File: config.mk
export PLATFORM = sky130hd
export DESIGN_NAME = i2c_apb_arbiter
export DESIGN_NICKNAME = d
export VERILOG_FILES = /design/src/rtl/i2c_apb_arbiter.sv
export SDC_FILE = /design/constraint.sdc
export NUM_CORES = 1
export LEC_CHECK = 0
export CAP_MARGIN = 25
export CORE_AREA = 3 3 59 61
export DETAILED_ROUTE_END_ITERATION = 10
export DIE_AREA = 0 0 62 64
export GPL_TIMING_DRIVEN = 0
export HOLD_SLACK_MARGIN = 0.06
export PLACE_DENSITY = 0.85
export SETUP_SLACK_MARGIN = 0.5
export SYNTH_ARGS = -nofsm -noshare
export SYNTH_HDL_FRONTEND = slang
export SYNTH_SLANG_ARGS = --single-unit
File: constraint.sdc
create_clock -name i_clk -period 1.4 [get_ports i_clk]
set_clock_uncertainty 0.2 [all_clocks]
set_input_delay 0.28 -clock i_clk [delete_from_list [all_inputs] [get_ports i_clk]]
set_output_delay 0.28 -clock i_clk [all_outputs]
set_load 0.005 [all_outputs]
File: src/rtl/i2c_apb_arbiter.sv
// i2c_apb_arbiter: round-robin owner-per-transaction arbiter sharing one COREI2C APB port
// Ports: i_req/i_done/o_gnt handshake per requester; per-requester APB slices
// (i_paddr 9b, i_psel/i_penable/i_pwrite, i_pwdata 8b) muxed to o_P* for the owner;
// i_PRDATA broadcast on o_prdata; i_INT routed to the owner on o_int; o_timeout
// pulses to an aborted owner.
// Build option I2C_ARB_WATCHDOG_EN: idle-owner watchdog that forces a STOP write.
module i2c_apb_arbiter #(
  parameter int          N_REQ          = 2,
  parameter logic [19:0] TIMEOUT_CYCLES = 20'd500000
) (
  input  logic                 i_clk,
  input  logic                 i_rst,
  input  logic [N_REQ-1:0]     i_req,
  input  logic [N_REQ-1:0]     i_done,
  output logic [N_REQ-1:0]     o_gnt,
  input  logic [9*N_REQ-1:0]   i_paddr,
  input  logic [N_REQ-1:0]     i_psel,
  input  logic [N_REQ-1:0]     i_penable,
  input  logic [N_REQ-1:0]     i_pwrite,
  input  logic [8*N_REQ-1:0]   i_pwdata,
  output logic [7:0]           o_prdata,
  output logic [N_REQ-1:0]     o_int,
  output logic [N_REQ-1:0]     o_timeout,
  output logic [8:0]           o_PADDR,
  output logic                 o_PSEL,
  output logic                 o_PENABLE,
  output logic                 o_PWRITE,
  output logic [7:0]           o_PWDATA,
  input  logic [7:0]           i_PRDATA,
  input  logic                 i_INT
);
  localparam int LW = $clog2(N_REQ);
  typedef enum logic [1:0] {IDLE, GRANT, RELEASE, ABORT} state_t;
  state_t state_q, state_d;
  logic [LW-1:0] last_q, last_d, pick;
  logic [N_REQ-1:0] gnt_q, gnt_d, own_oh;
  logic found, grant, own_req, own_done, own_acc, ab, ab_b;
  // In GRANT/ABORT the owner is always last_q, so it doubles as the owner index.
  assign own_oh   = {{(N_REQ-1){1'b0}}, 1'b1} << last_q;
  assign own_req  = i_req[last_q];
  assign own_done = i_done[last_q];
  assign own_acc  = i_psel[last_q] & i_penable[last_q];
  assign grant    = state_q == GRANT;
  // Search upward starting just after the previous winner.
  always_comb begin
    found = 1'b0;
    pick  = last_q;
    for (int i = 1; i <= N_REQ; i++) begin
      if (!found && i_req[(int'(last_q) + i) % N_REQ]) begin
        found = 1'b1;
        pick  = LW'((int'(last_q) + i) % N_REQ);
      end
    end
  end
`ifdef I2C_ARB_WATCHDOG_EN
  logic [19:0] cnt_q, cnt_d;
  logic ph_q, ph_d;
  assign ab   = state_q == ABORT;
  assign ab_b = ab & ph_q;
  always_comb begin
    state_d = state_q;
    gnt_d   = gnt_q;
    last_d  = last_q;
    cnt_d   = cnt_q;
    ph_d    = 1'b0;
    case (state_q)
      IDLE: if (found) begin
        state_d = GRANT;
        gnt_d   = {{(N_REQ-1){1'b0}}, 1'b1} << pick;
        last_d  = pick;
        cnt_d   = '0;
      end
      GRANT: begin
        cnt_d = own_acc ? '0 : cnt_q + 20'd1;
        // A release request beats a simultaneous expiry.
        if (own_done || !own_req) begin
          state_d = RELEASE;
          gnt_d   = '0;
        end else if (!own_acc && cnt_q == TIMEOUT_CYCLES - 20'd1) begin
          state_d = ABORT;
          gnt_d   = '0;
        end
      end
      RELEASE: state_d = IDLE;
      ABORT: begin
        ph_d    = !ph_q;
        state_d = ph_q ? RELEASE : ABORT;
      end
      default: state_d = IDLE;
    endcase
  end
  always_ff @(posedge i_clk) begin
    if (i_rst) begin
      cnt_q <= '0;
      ph_q  <= 1'b0;
    end else begin
      cnt_q <= cnt_d;
      ph_q  <= ph_d;
    end
  end
`else
  logic unused_to;
  assign unused_to = ^TIMEOUT_CYCLES;
  assign ab        = 1'b0;
  assign ab_b      = 1'b0;
  always_comb begin
    state_d = state_q;
    gnt_d   = gnt_q;
    last_d  = last_q;
    case (state_q)
      IDLE: if (found) begin
        state_d = GRANT;
        gnt_d   = {{(N_REQ-1){1'b0}}, 1'b1} << pick;
        last_d  = pick;
      end
      GRANT: if (own_done || !own_req) begin
        state_d = RELEASE;
        gnt_d   = '0;
      end
      default: state_d = IDLE;
    endcase
  end
`endif
  always_ff @(posedge i_clk) begin
    if (i_rst) begin
      state_q <= IDLE;
      gnt_q   <= '0;
      last_q  <= LW'(N_REQ - 1);
    end else begin
      state_q <= state_d;
      gnt_q   <= gnt_d;
      last_q  <= last_d;
    end
  end
  // Abort phases write 0xD0 (STOP) to control register 0.
  assign o_gnt     = gnt_q;
  assign o_int     = {N_REQ{i_INT}} & gnt_q;
  assign o_prdata  = i_PRDATA;
  assign o_timeout = ab_b ? own_oh : '0;
  assign o_PSEL    = grant ? i_psel[last_q] : ab;
  assign o_PENABLE = grant ? i_penable[last_q] : ab_b;
  assign o_PWRITE  = grant ? i_pwrite[last_q] : ab;
  assign o_PADDR   = grant ? i_paddr[9*last_q +: 9] : 9'd0;
  assign o_PWDATA  = grant ? i_pwdata[8*last_q +: 8] : (ab ? 8'hD0 : 8'd0);
endmodule
* Word level (Yosys, flattened, before mapping) *
Index checks and enable logic that the tools add are counted.

word-level totals
  register bits after elaboration = 5
  bits in latches = 0
  memory bits (writable) = 0
  memory bits (read-only) = 0
  output and inout port bits = 34
  word-level logic and storage cells = 58
  memories = 0

cells by class
  $add $sub $neg = 2
  multipliers = 1
  divide/modulo/power cells = 0
  order comparisons = 3
  equal/unequal tests = 3
  shifts and indexed selects = 3
  multiplexer cells = 31
  bitwise gates (word level) = 3
  reductions and logical operators = 9

operators with widths
  kind                                                         number
  2-to-1 mux 1 bit                                             23
  variable part select 18 x 6 -> 9 bit                         1
  variable part select 16 x 5 -> 8 bit                         1
  2-to-1 mux 9 bit                                             1
  2-to-1 mux 2 bit                                             4
  2-to-1 mux 8 bit                                             1
  one-hot mux 2 bit (2 select lines)                           2
  less-than comparator 2 x 3 -> 1 bit (second input constant)  2
  multiplier 4 x 1 -> 5 bit (first input constant)             1
  AND reduction 2 bit                                          2
  AND reduction 3 bit                                          1
  adder 1 bit (second input constant)                          2
  AND 1 bit (first input constant)                             2
  AND 2 bit                                                    1
  equality test 2 x 1 -> 1 bit (second input constant)         1
  zero test 1 bit                                              2
  zero test 2 bit                                              1
  less-than comparator 1 x 2 -> 1 bit (second input constant)  1
  != test 2 x 1 -> 1 bit (second input constant)               1
  != test 2 bit (second input constant)                        1
  nonzero test 2 bit                                           1
  << shifter 1 x 1 -> 2 bit (first input constant)             1
  logical AND 1 bit                                            1
  logical OR 1 bit                                             1

* Logic depth before layout (Yosys ltp) *
  depth in word-level cells = 12
  gate-level depth with buffers = 4
  gate-level depth less buffers = 3

* Least setup slack after synthesis *
OpenSTA, ideal clock, no wires.

  kind = reg-to-reg
  start = reg last_q
  end = reg state_q[0]
  library setup time = 0.100 ns
  arrival time = 1.258 ns
  required time = 1.100 ns
  setup slack = -0.158 ns
  cell stages (with the launch flop) = 5
  buffers on the path = 1
  clock period less this slack = 1.558 ns
  cells stage by stage = dfxtp_1 -> buf_6 -> or3b_4 -> and2_4 -> a2111oi_4

between the ends
  word-level cells in the longest chain between the ends = 10
  elaborated cells between the ends (all ways) = 21
  classes of those cells = add/sub (2); eq/ne (2); mux (12); reduce/logical (5)

RTL lines
  item                                                 RTL line  RTL
  start: declaration                                   35        logic [LW-1:0] last_q, last_d, pick;
  start signal: assignment                             128       last_q <= LW'(N_REQ - 1);
  start signal: assignment                             132       last_q <= last_d;
  adder 1 bit                                          49        if (!found && i_req[(int'(last_q) + i) % N_REQ]) begin
  2-to-1 mux 1 bit (not written as such) (3 in a row)  49
  2-to-1 mux 1 bit                                     49
  zero test 1 bit                                      49
  logical AND 1 bit                                    49
  2-to-1 mux 1 bit                                     49
  != test 2 bit (no source line)                       n/a
  AND reduction 2 bit (no source line) (*)             n/a
  end signal: assignment                               130       state_q <= state_d;
  end: declaration                                     34        state_t state_q, state_d;

Mark *: on every way between the ends. The rest lies on a longest branch, timed or not. The select of a mux whose other input is x is not followed.
A chain may end at the register's enable or synchronous reset.

* Worst setup path in the final report *
  start = reg last_q
  end = reg gnt_q[1] (netlist: o_gnt[1])

between the ends
  word-level cells in the longest chain between the ends = 11
  elaborated cells between the ends (all ways) = 26
  classes of those cells = add/sub (2); eq/ne (2); shift (1); mux (16); reduce/logical (5)

RTL lines
  item                                                 RTL line  RTL
  adder 1 bit                                          49, 51
  2-to-1 mux 1 bit (not written as such) (3 in a row)  49
  2-to-1 mux 1 bit                                     49
  zero test 1 bit                                      49
  logical AND 1 bit                                    49
  2-to-1 mux 1 bit                                     49
  << shifter 1 x 1 -> 2 bit                            113       gnt_d = {{(N_REQ-1){1'b0}}, 1'b1} << pick;
  2-to-1 mux 2 bit                                     111       IDLE: if (found) begin
  one-hot mux 2 bit (2 select lines)                   110       case (state_q)
  end signal: assignment                               131       gnt_q <= gnt_d;
  end: declaration                                     36        logic [N_REQ-1:0] gnt_q, gnt_d, own_oh;

Parallel ways exist; a longest one is shown, timed or not. The select of a mux whose other input is x is not followed.

==> metrics.md <==
| Metric | Value |
|---|---|
| #FFs+latches synth | `5` |
| 1st-iter DRT viols | `21` |
| Synth Area in XOR/XNOR | `0` |
| Pre-antenna DRT Iters | `4` |
| Top cells by count, synth | `nor2_1 (21), mux2i_1 (20), buf_4 (10)` |
| # clock sinks | `5` |
| N_diodes | `0` |
| WP data arrival | `1760 ps` |
| Post-synth top flop | `dfxtp_1` |
| Detailed Route WL | `2.60 mm` |
| Mapped Area | `653 um^2` |
| Antenna Nets Post-Route | `0` |
| Register area share after synthesis | `0.153` |
| Worst-path clk slew | `40 ps` |
| Vias | `949` |
| Congestion Overflow GR | `0` |
| Area leader, netlist | `mux2i_1` |
| Simple-Gate Fraction of Synth Area | `0.234` |
| Area grow syn2layout | `170%` |
| Worst ir drop on vdd | `roughly 230 uV` |
| Lkg Pwr | `0.894 nW` |
| Full die area | `0.00397 mm^2` |
| Fin util | `0.581` |
| Synthesized area per cell | `7.87 um^2` |
| Clock tree buffer depth | `2` |
| Syn. warnings | `0` |
| Drt wl/cell | `between 10 and 15 um` |
| Number of remaining DRC errors | `0` |
| Number of fill cells | `between 200 and 300` |
| PortBufs | `around 80` |
| CORE AREA | `0.00303 mm^2` |
| Syn Inst Count | `83` |
| Pwr Density | `574 mW/mm^2` |
| Number of global-route vias before repair | `974` |
| Fmax | `558 MHz` |
| Adder-cell share of the synthesized area | `0` |
| DR top layer | `met4` |
| Nets@finish | `235` |
| Failing checks | `negative setup slack` |
| Met2 wire length | `1.30 mm` |
| Post-synth cell types | `24` |
| Max stage delay on crit path | `around 370 ps` |
| Worst hold path type | `flop to flop` |
| Min Tclk post-route | `1790 ps` |
| Rows | `20` |
| Worst Path Max Fanout | `5` |
| Fin. Hold Viols | `0` |
| Crit path launch type | `flop` |
| Number of enable flip-flop cells after synthesis | `0` |
| Crit end category | `flop` |
| Die Width | `just over 60 um` |
| CTS tree | `yes` |
| Routed wl met3 | `339 um` |
| Layout cell share with drive strength beyond 1 | `0.453` |
| Status | `finished with violations` |
| H-tree depth | `1` |
| R2r startpoint | `last_q` |
| Final setup fails | `24` |
| Total GRT Usage | `0.129` |
| CTS buffer count | `3` |
| Unrepaired setup endpoints after global routing | `true` |
| Crit Path Class | `flop to flop` |
| Initial Util | `0.216` |
| Main combinational cell family by area after synthesis | `multiplexers` |
| WP data required | `1360 ps` |
| Crit-path cells | `buf_8, buf_4, buf_6, or3b_4, a21o_1, a211oi_2` |
| Die height | `64 um` |
| Hold Crit Start | `state_q[1]` |
| Initial antenna violation count | `0` |
| Final setup margin | `-393 ps` |
| Clock Latency Late Sink | `250 ps` |
| Post-DP HPWL | `1.84 mm` |
| Largest net degree at the start of global routing | `11` |
| Crit share post-route | `1.28` |
| Synth Area in Compound Gates | `0.142` |
| Crit. Startpoint | `last_q` |
| Final weighted congestion of routability-driven global placement | `about 0.75` |
| Most common cell in the netlist | `nor2_1` |
| Post-Route M1 WL | `903 um` |
| Cell at the root of the clock tree | `clkbuf_4` |
| Synth async-reset ratio | `0` |
| Ports | `just under 90` |
| Slew Limit Fails | `0` |
| First-pass GRT wire length | `approximately 3.9 mm` |
| Mux cell area share after synthesis | `0.307` |
| Via-to-Cell Ratio | `4.26` |
| Slowest CP cell | `or3b_4` |
| Ranking of synthesized cells by area | `mux2i_1 (31%), dfxtp_1 (15%), nor2_1 (12%), buf_4 (11%), a2111oi_4 (4.2%)` |
| Post-synth top area share | `0.307` |
| Pwr Total | `0.00101 W` |
| Max-Cap Viols | `0` |
## cell type report
cell class,count,area [um^2],share of cell area
tap,44,55.1,0.0313
sequential,5,109,0.0618
timing repair buffer,91,877,0.498
buffer,15,185,0.105
clock buffer,4,26.3,0.0149
multi-input combinational,64,508,0.289
## through the flow
step	hold slack (ps)	worst slack, ps	TNS (ps)	instances	cell area, um^2
2_1_floorplan	142	-62.1	-75.1	84	672
3_3_place_gp	266	-658	-14420	206	1510
3_5_place_dp	274	-648	-14460	206	1510
4_1_cts	273	-368	-7090	219	1670
5_1_grt	269	-457	-9380	223	1760
6_report	258	-393	-7830	223	1760
## worst paths after layout
kind	end	cells after the start	slack [ps]
min reg2reg	state_q[0]	1	260
max	o_gnt[1]	6	-390
min	state_q[0]	1	260
max reg2reg	o_gnt[1]	6	-390
## placed cells by master, fill, tap and decap left out, drive strengths merged, types with 2 or more instances in the layout
master,count
clkbuf,5
buf,59
nor3,2
nand2b,2
conb,2
nor2,21
dlygate4sd2,2
mux2i,20
and2,3
a211oi,2
dfxtp,5
a31oi,2
clkdlybuf4s50,44
a311oi,2
## where the power goes
| part | switching (W) | internal (W) | total (W) |
|---|---|---|---|
| clock | 0.0000639 | 0.000108 | 0.000172 |
| combinational | 0.000223 | 0.000439 | 0.000662 |
| sequential | 0.0000184 | 0.000158 | 0.000177 |
## worst max-delay path, delay by kind of cell (launching register included)
kind,cells,cell delay [ps]
simple gates,1,370
compound gates,2,440
buf+inv,3,380
flops,1,310
## cells by family (layout without fill, tap and decap cells)
| logic type | after synthesis | count (layout) |
|---|---|---|
| flops | 5 | 5 |
| simple gates | 32 | 32 |
| other cells | 1 | 2 |
| mux | 20 | 20 |
| buf+inv | 15 | 110 |
| compound gates | 10 | 10 |
## registers in the layout, indices dropped and copies added (netlist names)
register and count:
state_q 2, o_gnt 2, last_q 1
## repair_timing
item | CTS | global route
setup endpoints to repair | 37 | 37
setup buffers | 7 | 4
hold buffers | 0 | 0
gates cloned | 2 | 0
gates resized for setup | 169 | 13
pin swaps | 7 | 8
## layer usage
| layer | GRT usage | vias to the layer above |
|---|---|---|
| met5 | 0 | - |
| met4 | 0.0318 | 0 |
| met3 | 0.0444 | 6 |
| met2 | 0.247 | 66 |
| met1 | 0.122 | 408 |
| li1 | - | 469 |
Note: power is estimated with default switching activity, not from simulation.
